**config.mk**
```make
export PLATFORM = sky130hd
export DESIGN_NAME = lsu_mem_port
export DESIGN_NICKNAME = d
export VERILOG_FILES = /design/src/rtl/lsu_mem_port_pkg.sv /design/src/rtl/lsu_align.sv /design/src/rtl/lsu_mem_port.sv
export SDC_FILE = /design/constraint.sdc
export NUM_CORES = 1
export LEC_CHECK = 0
export ABC_CLOCK_PERIOD_IN_PS = 2400
export CAP_MARGIN = 0
export CORE_ASPECT_RATIO = 1.5
export CORE_MARGIN = 2
export CORE_UTILIZATION = 42
export CTS_BUF_LIST = sky130_fd_sc_hd__clkbuf_4 sky130_fd_sc_hd__clkbuf_8
export DETAILED_ROUTE_END_ITERATION = 8
export PLACE_DENSITY = 0.79
export SLEW_MARGIN = 40
export SYNTH_ARGS = -nofsm -noshare
export SYNTH_HDL_FRONTEND = slang
export SYNTH_SLANG_ARGS = --single-unit
```
**constraint.sdc**
```tcl
create_clock -name clk -period 2.4 [get_ports clk]
set_input_delay 0.48 -clock clk [delete_from_list [all_inputs] [get_ports clk]]
set_output_delay 0.48 -clock clk [all_outputs]
set_load 0.05 [all_outputs]
```
**src/rtl/lsu_mem_port_pkg.sv**
```systemverilog
// Shared codes for the load/store unit: opcodes, access sizes and FSM states.
package lsu_mem_port_pkg;

  typedef enum logic [5:0] {
    LB  = 6'h20,
    LH  = 6'h21,
    LW  = 6'h23,
    LBU = 6'h24,
    LHU = 6'h25,
    SB  = 6'h28,
    SH  = 6'h29,
    SW  = 6'h2B
  } opcode_t;

  // log2 of the access width in bytes
  typedef logic [1:0] size_t;

  typedef enum logic [1:0] {BYTE, HALF, WORD} mem_size_t;

  typedef enum logic [1:0] {IDLE, ACCESS, DONE} lsu_state_t;

  // Byte offset of the access inside its word once forced to natural alignment.
  function automatic logic [1:0] natural_offset(mem_size_t size, logic [1:0] offset);
    case (size)
      HALF:    natural_offset = {offset[1], 1'b0};
      WORD:    natural_offset = 2'b00;
      default: natural_offset = offset;
    endcase
  endfunction

endpackage

```
**src/rtl/lsu_align.sv**
```systemverilog
// Lane steering, byte enables, load extraction/extension and legality check.
// Purely combinational, zero latency; no backpressure of its own.
// LSU_MISALIGN_TRAP_EN: misaligned half/word accesses are illegal instead of being aligned down.
module lsu_align
  import lsu_mem_port_pkg::*;
(
  input  logic [5:0]  opcode,
  input  logic [31:0] address,
  input  logic [31:0] store_data,
  input  logic [31:0] readdata,
  output logic        legal,
  output logic        is_load,
  output logic        is_store,
  output logic [31:0] word_address,
  output logic [3:0]  byteenable,
  output logic [31:0] writedata,
  output logic [31:0] load_data
);

  opcode_t    op;
  mem_size_t  size;
  logic       sign_ext;
  logic       known;
  logic       misaligned;
  logic [1:0] offset;
  logic [31:0] rd_shifted;

  always_comb begin
    op       = opcode_t'(opcode);
    known    = 1'b1;
    is_load  = 1'b0;
    is_store = 1'b0;
    size     = WORD;
    sign_ext = 1'b0;
    case (op)
      LB:      begin is_load = 1'b1;  size = BYTE; sign_ext = 1'b1; end
      LBU:     begin is_load = 1'b1;  size = BYTE; end
      LH:      begin is_load = 1'b1;  size = HALF; sign_ext = 1'b1; end
      LHU:     begin is_load = 1'b1;  size = HALF; end
      LW:      begin is_load = 1'b1;  size = WORD; end
      SB:      begin is_store = 1'b1; size = BYTE; end
      SH:      begin is_store = 1'b1; size = HALF; end
      SW:      begin is_store = 1'b1; size = WORD; end
      default: known = 1'b0;
    endcase
  end

  assign misaligned   = ((size == HALF) && address[0]) ||
                        ((size == WORD) && (address[1:0] != 2'b00));
  assign offset       = natural_offset(size, address[1:0]);
  assign word_address = {address[31:2], 2'b00};

`ifdef LSU_MISALIGN_TRAP_EN
  assign legal = known && !misaligned;
`else
  assign legal = known;
`endif

  always_comb begin
    byteenable = 4'b1111;
    writedata  = 32'h0;
    if (is_store) begin
      case (size)
        BYTE: begin
          byteenable = 4'b0001 << offset;
          writedata  = {4{store_data[31:24]}};
        end
        HALF: begin
          byteenable = offset[1] ? 4'b1100 : 4'b0011;
          writedata  = {2{store_data[31:16]}};
        end
        default: writedata = store_data;
      endcase
    end
  end

  assign rd_shifted = readdata >> {offset, 3'b000};

  always_comb begin
    case (size)
      BYTE:    load_data = {{24{sign_ext & rd_shifted[7]}}, rd_shifted[7:0]};
      HALF:    load_data = {{16{sign_ext & rd_shifted[15]}}, rd_shifted[15:0]};
      default: load_data = rd_shifted;
    endcase
  end

endmodule

```
**src/rtl/lsu_mem_port.sv**
```systemverilog
// Load/store unit driving a word-aligned Avalon-style data bus from ALU address/store data.
// Latency: done 2 cycles after handshake plus wait cycles; illegal requests finish in 1.
// Backpressure: one request outstanding, req_ready_o low until the access finishes.
module lsu_mem_port
  import lsu_mem_port_pkg::*;
#(
  parameter int TIMEOUT_CYCLES = 256
) (
  input  logic        clk,
  input  logic        reset_n_i,
  input  logic        req_valid_i,
  output logic        req_ready_o,
  input  logic [5:0]  opcode_i,
  input  logic [31:0] address_i,
  input  logic [31:0] store_data_i,
  output logic        done_o,
  output logic        error_o,
  output logic [31:0] load_data_o,
  output logic [31:0] mem_address_o,
  output logic        mem_read_o,
  output logic        mem_write_o,
  output logic [3:0]  mem_byteenable_o,
  output logic [31:0] mem_writedata_o,
  input  logic        mem_waitrequest_i,
  input  logic [31:0] mem_readdata_i
);

  localparam int CW = (TIMEOUT_CYCLES > 1) ? $clog2(TIMEOUT_CYCLES) : 1;
  localparam logic [CW-1:0] WAIT_LAST = CW'((TIMEOUT_CYCLES > 0) ? TIMEOUT_CYCLES - 1 : 0);

  lsu_state_t    state;
  logic [5:0]    opcode_q;
  logic [31:0]   address_q;
  logic [CW-1:0] wait_cnt;
  logic          idle;

  logic          legal;
  logic          is_load;
  logic          is_store;
  logic [31:0]   word_address;
  logic [3:0]    byteenable;
  logic [31:0]   writedata;
  logic [31:0]   load_data;

  assign idle        = (state == IDLE);
  assign req_ready_o = reset_n_i && idle;

  // In IDLE the aligner looks at the incoming request; afterwards at the captured one.
  lsu_align u_align (
    .opcode       (idle ? opcode_i  : opcode_q),
    .address      (idle ? address_i : address_q),
    .store_data   (store_data_i),
    .readdata     (mem_readdata_i),
    .legal        (legal),
    .is_load      (is_load),
    .is_store     (is_store),
    .word_address (word_address),
    .byteenable   (byteenable),
    .writedata    (writedata),
    .load_data    (load_data)
  );

  always_ff @(posedge clk or negedge reset_n_i) begin
    if (!reset_n_i) begin
      state            <= IDLE;
      opcode_q         <= '0;
      address_q        <= '0;
      wait_cnt         <= '0;
      done_o           <= 1'b0;
      error_o          <= 1'b0;
      load_data_o      <= '0;
      mem_address_o    <= '0;
      mem_read_o       <= 1'b0;
      mem_write_o      <= 1'b0;
      mem_byteenable_o <= '0;
      mem_writedata_o  <= '0;
    end else begin
      case (state)
        IDLE: begin
          if (req_valid_i) begin
            opcode_q  <= opcode_i;
            address_q <= address_i;
            if (!legal) begin
              done_o  <= 1'b1;
              error_o <= 1'b1;
              state   <= DONE;
            end else begin
              mem_read_o       <= is_load;
              mem_write_o      <= is_store;
              mem_address_o    <= word_address;
              mem_byteenable_o <= byteenable;
              mem_writedata_o  <= writedata;
              wait_cnt         <= '0;
              state            <= ACCESS;
            end
          end
        end
        ACCESS: begin
          if (!mem_waitrequest_i) begin
            mem_read_o  <= 1'b0;
            mem_write_o <= 1'b0;
            if (mem_read_o) load_data_o <= load_data;
            done_o      <= 1'b1;
            error_o     <= 1'b0;
            state       <= DONE;
          end else if ((TIMEOUT_CYCLES != 0) && (wait_cnt == WAIT_LAST)) begin
            mem_read_o  <= 1'b0;
            mem_write_o <= 1'b0;
            done_o      <= 1'b1;
            error_o     <= 1'b1;
            state       <= DONE;
          end else begin
            wait_cnt <= wait_cnt + CW'(1);
          end
        end
        DONE: begin
          done_o  <= 1'b0;
          error_o <= 1'b0;
          state   <= IDLE;
        end
        default: state <= IDLE;
      endcase
    end
  end

endmodule

```
==> metrics.txt <==
Synth Warn #=0; Post-CTS Setup Bufs=0; GRT Total Usage=0.2436; Area contributors post-synth=dfrtp_1 51%, nand2_1 10%, mux2i_1 7.3%; worst setup path start=opcode_i[4]; fraction of layout cells with a size suffix above 1=0.1430; Top Layer Used=met4; slowest stage delay, CP=0.58 ns; Die Wd=100.6 um; antenna viol nets, final=0; max-cap violations=0; final hold violations=0; clock root buffer=clkbuf_8; Lkg Pwr=4.084 nW; Initial Util=0.4246; WP data arrival=2.72 ns; Finished Cell Area=8891 um2; Worst Setup Start Kind=input port; ys flop type=dfrtp_1; post-layout util=0.6415; DR vias=approximately 5600; Rel. slew slack=0.5783; die height=149.0 um; Hold-fix buffers, CTS=0; area leader, netlist=dfrtp_1; Seq/Total Area, Yosys=0.5103; DP Cell Count=994; Placed Area=8484 um2; Clock Skew=0.01326 ns; FF-to-FF Start=state[0]; fill count=roughly 1100; routed wire length=18030 um; Worst Hold Class=input port to async pin; RR Endpoint=load_data_o[31]; Core Area=13860 um2; initial antenna violation count=0; PortBufs=208; failing checks=negative setup slack; Worst Tran Pin Value=~0.63 ns; count of cell types in the netlist=57; Die ar.=14990 um2; first-pass GRT wire length=28560 um; Max Fclk=415.0 MHz; FF-to-FF setup slack=0.02 ns; DP Worst Slack=-0.4338 ns; Post-synth EDFFs=0; DRC=0; # rows=53; CTS H-tree depth=4; CP endpoint kind=flop; Avg Inst Size Synth=approximately 9.6 um2; clock sinks=120; Mapped Cells=between 600 and 700; gr ovfl total=0; crit-path cells=clkdlybuf4s50_1 -> or4b_4 -> o21a_4 -> o41ai_4 -> a22oi_2 -> a211oi_4 -> buf_12 -> a211oi_1; VDD IR max=0.0006606 V; # nets final=approximately 960; Pwr per Cell Area=1209 nW/um2; crit path max-delay cell type=or4b_4; worst reg2reg path depth=8; fin crit share=1.004; most numerous cell in the Yosys netlist=nand2_1; ys async rst share=1.000; # diodes=0; CTS tree=built; TritonCTS buffer count=17; vias in the first global route=5732; Clock Latency Late Sink=0.44 ns; final worst slack=-0.009543 ns; post-route insts no fill=slightly above 1000; clock-pin slew on the worst setup and hold paths=0.08 ns; met1 wire length=6720 um; DP HPWL=13440 um; Final setup viols=6; largest net degree at the start of global routing=121; WL met2=about 10000 um; Worst EP required=2.71 ns; register bit total from synthesis=120; Initial DRT Pass Iterations=7; final hold slack=0.1589 ns; Max clock buf depth=2; drt wl/cell=17.59 um; fin. max-slew vios=0; Yosys top cell area share=0.5103; via/cell ratio=5.427; DR iter-0 viols=183; Post-synth top cells=156 x nand2_1, 120 x dfrtp_1, 43 x mux2i_1, 43 x o21ai_0, 39 x a21oi_1; WL met3=997 um; gpl congestion=0.8476; status=finished with violations; RSZ-0062 raised after global routing=true; Netlist Area Pre-Place=just under 6000 um2; CP max FO=16; critical path class=input port to flop; P&R area growth vs syn=51.10%; minimum clock period=2.410 ns; io pins=211
==> flip-flops by register name, summed over array words and instances, names as in the netlist <==
name,count
mem_byteenable_o,4
mem_writedata_o,32
load_data_o,32
mem_write_o,1
error_o,1
mem_address_o,30
address_q,2
mem_read_o,1
opcode_q,6
done_o,1
state,2
wait_cnt,8
==> cell type report <==
class / instances / area, um2 / area share
flip-flops and latches: 120 / 3005 / 0.3380
inverters: 6 / 22.52 / 0.002533
well taps: 165 / 206.4 / 0.02322
multi-input cells: 447 / 2731 / 0.3072
clock inverters: 13 / 123.9 / 0.01393
repair buffers: 256 / 2554 / 0.2872
clock buffers: 18 / 247.7 / 0.02786
==> report_power, final <==
group	leakage (nW)	internal (W)	switching (W)	total, W
Clock	0.170	0.000847	0.000861	0.00171
Combinational	2.34	0.00220	0.00375	0.00594
Sequential	1.57	0.00268	0.000415	0.00309
Total	4.08	0.00572	0.00502	0.0107
==> layout by cell type, fill, tap and decap left out, drive strengths merged, types with 4 or more instances in the layout <==
master,netlist,routed
a211oi,17,17
mux2i,44,44
dfrtp,120,120
inv,6,9
a21oi,39,39
a22oi,8,8
clkbuf,28,18
and2,4,4
or3,6,6
nor2,35,35
mux2,17,17
o21ai,44,44
a2bb2oi,4,4
buf,12,50
nand2b,5,5
a21o,4,4
nand4,7,7
nand3,6,6
a22o,8,8
clkdlybuf4s50,0,206
nand2,156,156
clkinvlp,0,6
==> through the flow <==
stage,total power [W],TNS (ns)
finish,0.01075,-0.03568
global route,0.01130,-0.4941
CTS,0.01076,0
detailed placement,0.009016,-27.26
global placement,0.008868,-22.63
floorplan,0.006755,0
==> logic make-up (layout without fill, tap and decap cells) <==
kind of cell / after synthesis / in the layout / synth area share
and+or+nand+nor: 238 / 238 / 0.1750
AOI/OAI and AO/OA: 145 / 145 / 0.1703
DFF: 120 / 120 / 0.5103
muxes: 61 / 61 / 0.1080
buffers and inverters: 46 / 293 / 0.03359
adders and majority gates: 1 / 1 / 0.002126
other: 1 / 2 / 0.0006373
==> how the worst max path moves through the flow <==
| stage | end | slack, ns | cells past startpoint |
|---|---|---|---|
| final | load_data_o[31] | -0.01 | 8 |
| after global placement | load_data_o[22] | -0.38 | 8 |
| after detailed placement | load_data_o[18] | -0.43 | 8 |
| after global routing | load_data_o[31] | -0.05 | 8 |
| after floorplan | load_data_o[16] | 0.02 | 7 |
| after CTS | load_data_o[19] | 0.004 | 8 |
==> layer usage <==
layer | vias to the layer above | GRT usage
li1 | 2604 | -
met1 | 2721 | 0.2794
met2 | 207 | 0.4297
met3 | 31 | 0.05295
met4 | 0 | 0.1075
met5 | - | 0
==> critical path, delay by kind of cell <==
kind | cells | cell delay, ns
buffers and inverters | 2 | 0.63
AOI/OAI and AO/OA | 5 | 1.03
and+or+nand+nor | 1 | 0.58
==> what timing repair did <==
item                                    4_1_cts  5_1_grt
resized for setup                             2        6
endpoints found under the setup margin        7       33
endpoints found under the hold margin         0        0
Note: power is estimated with default switching activity, not from simulation.
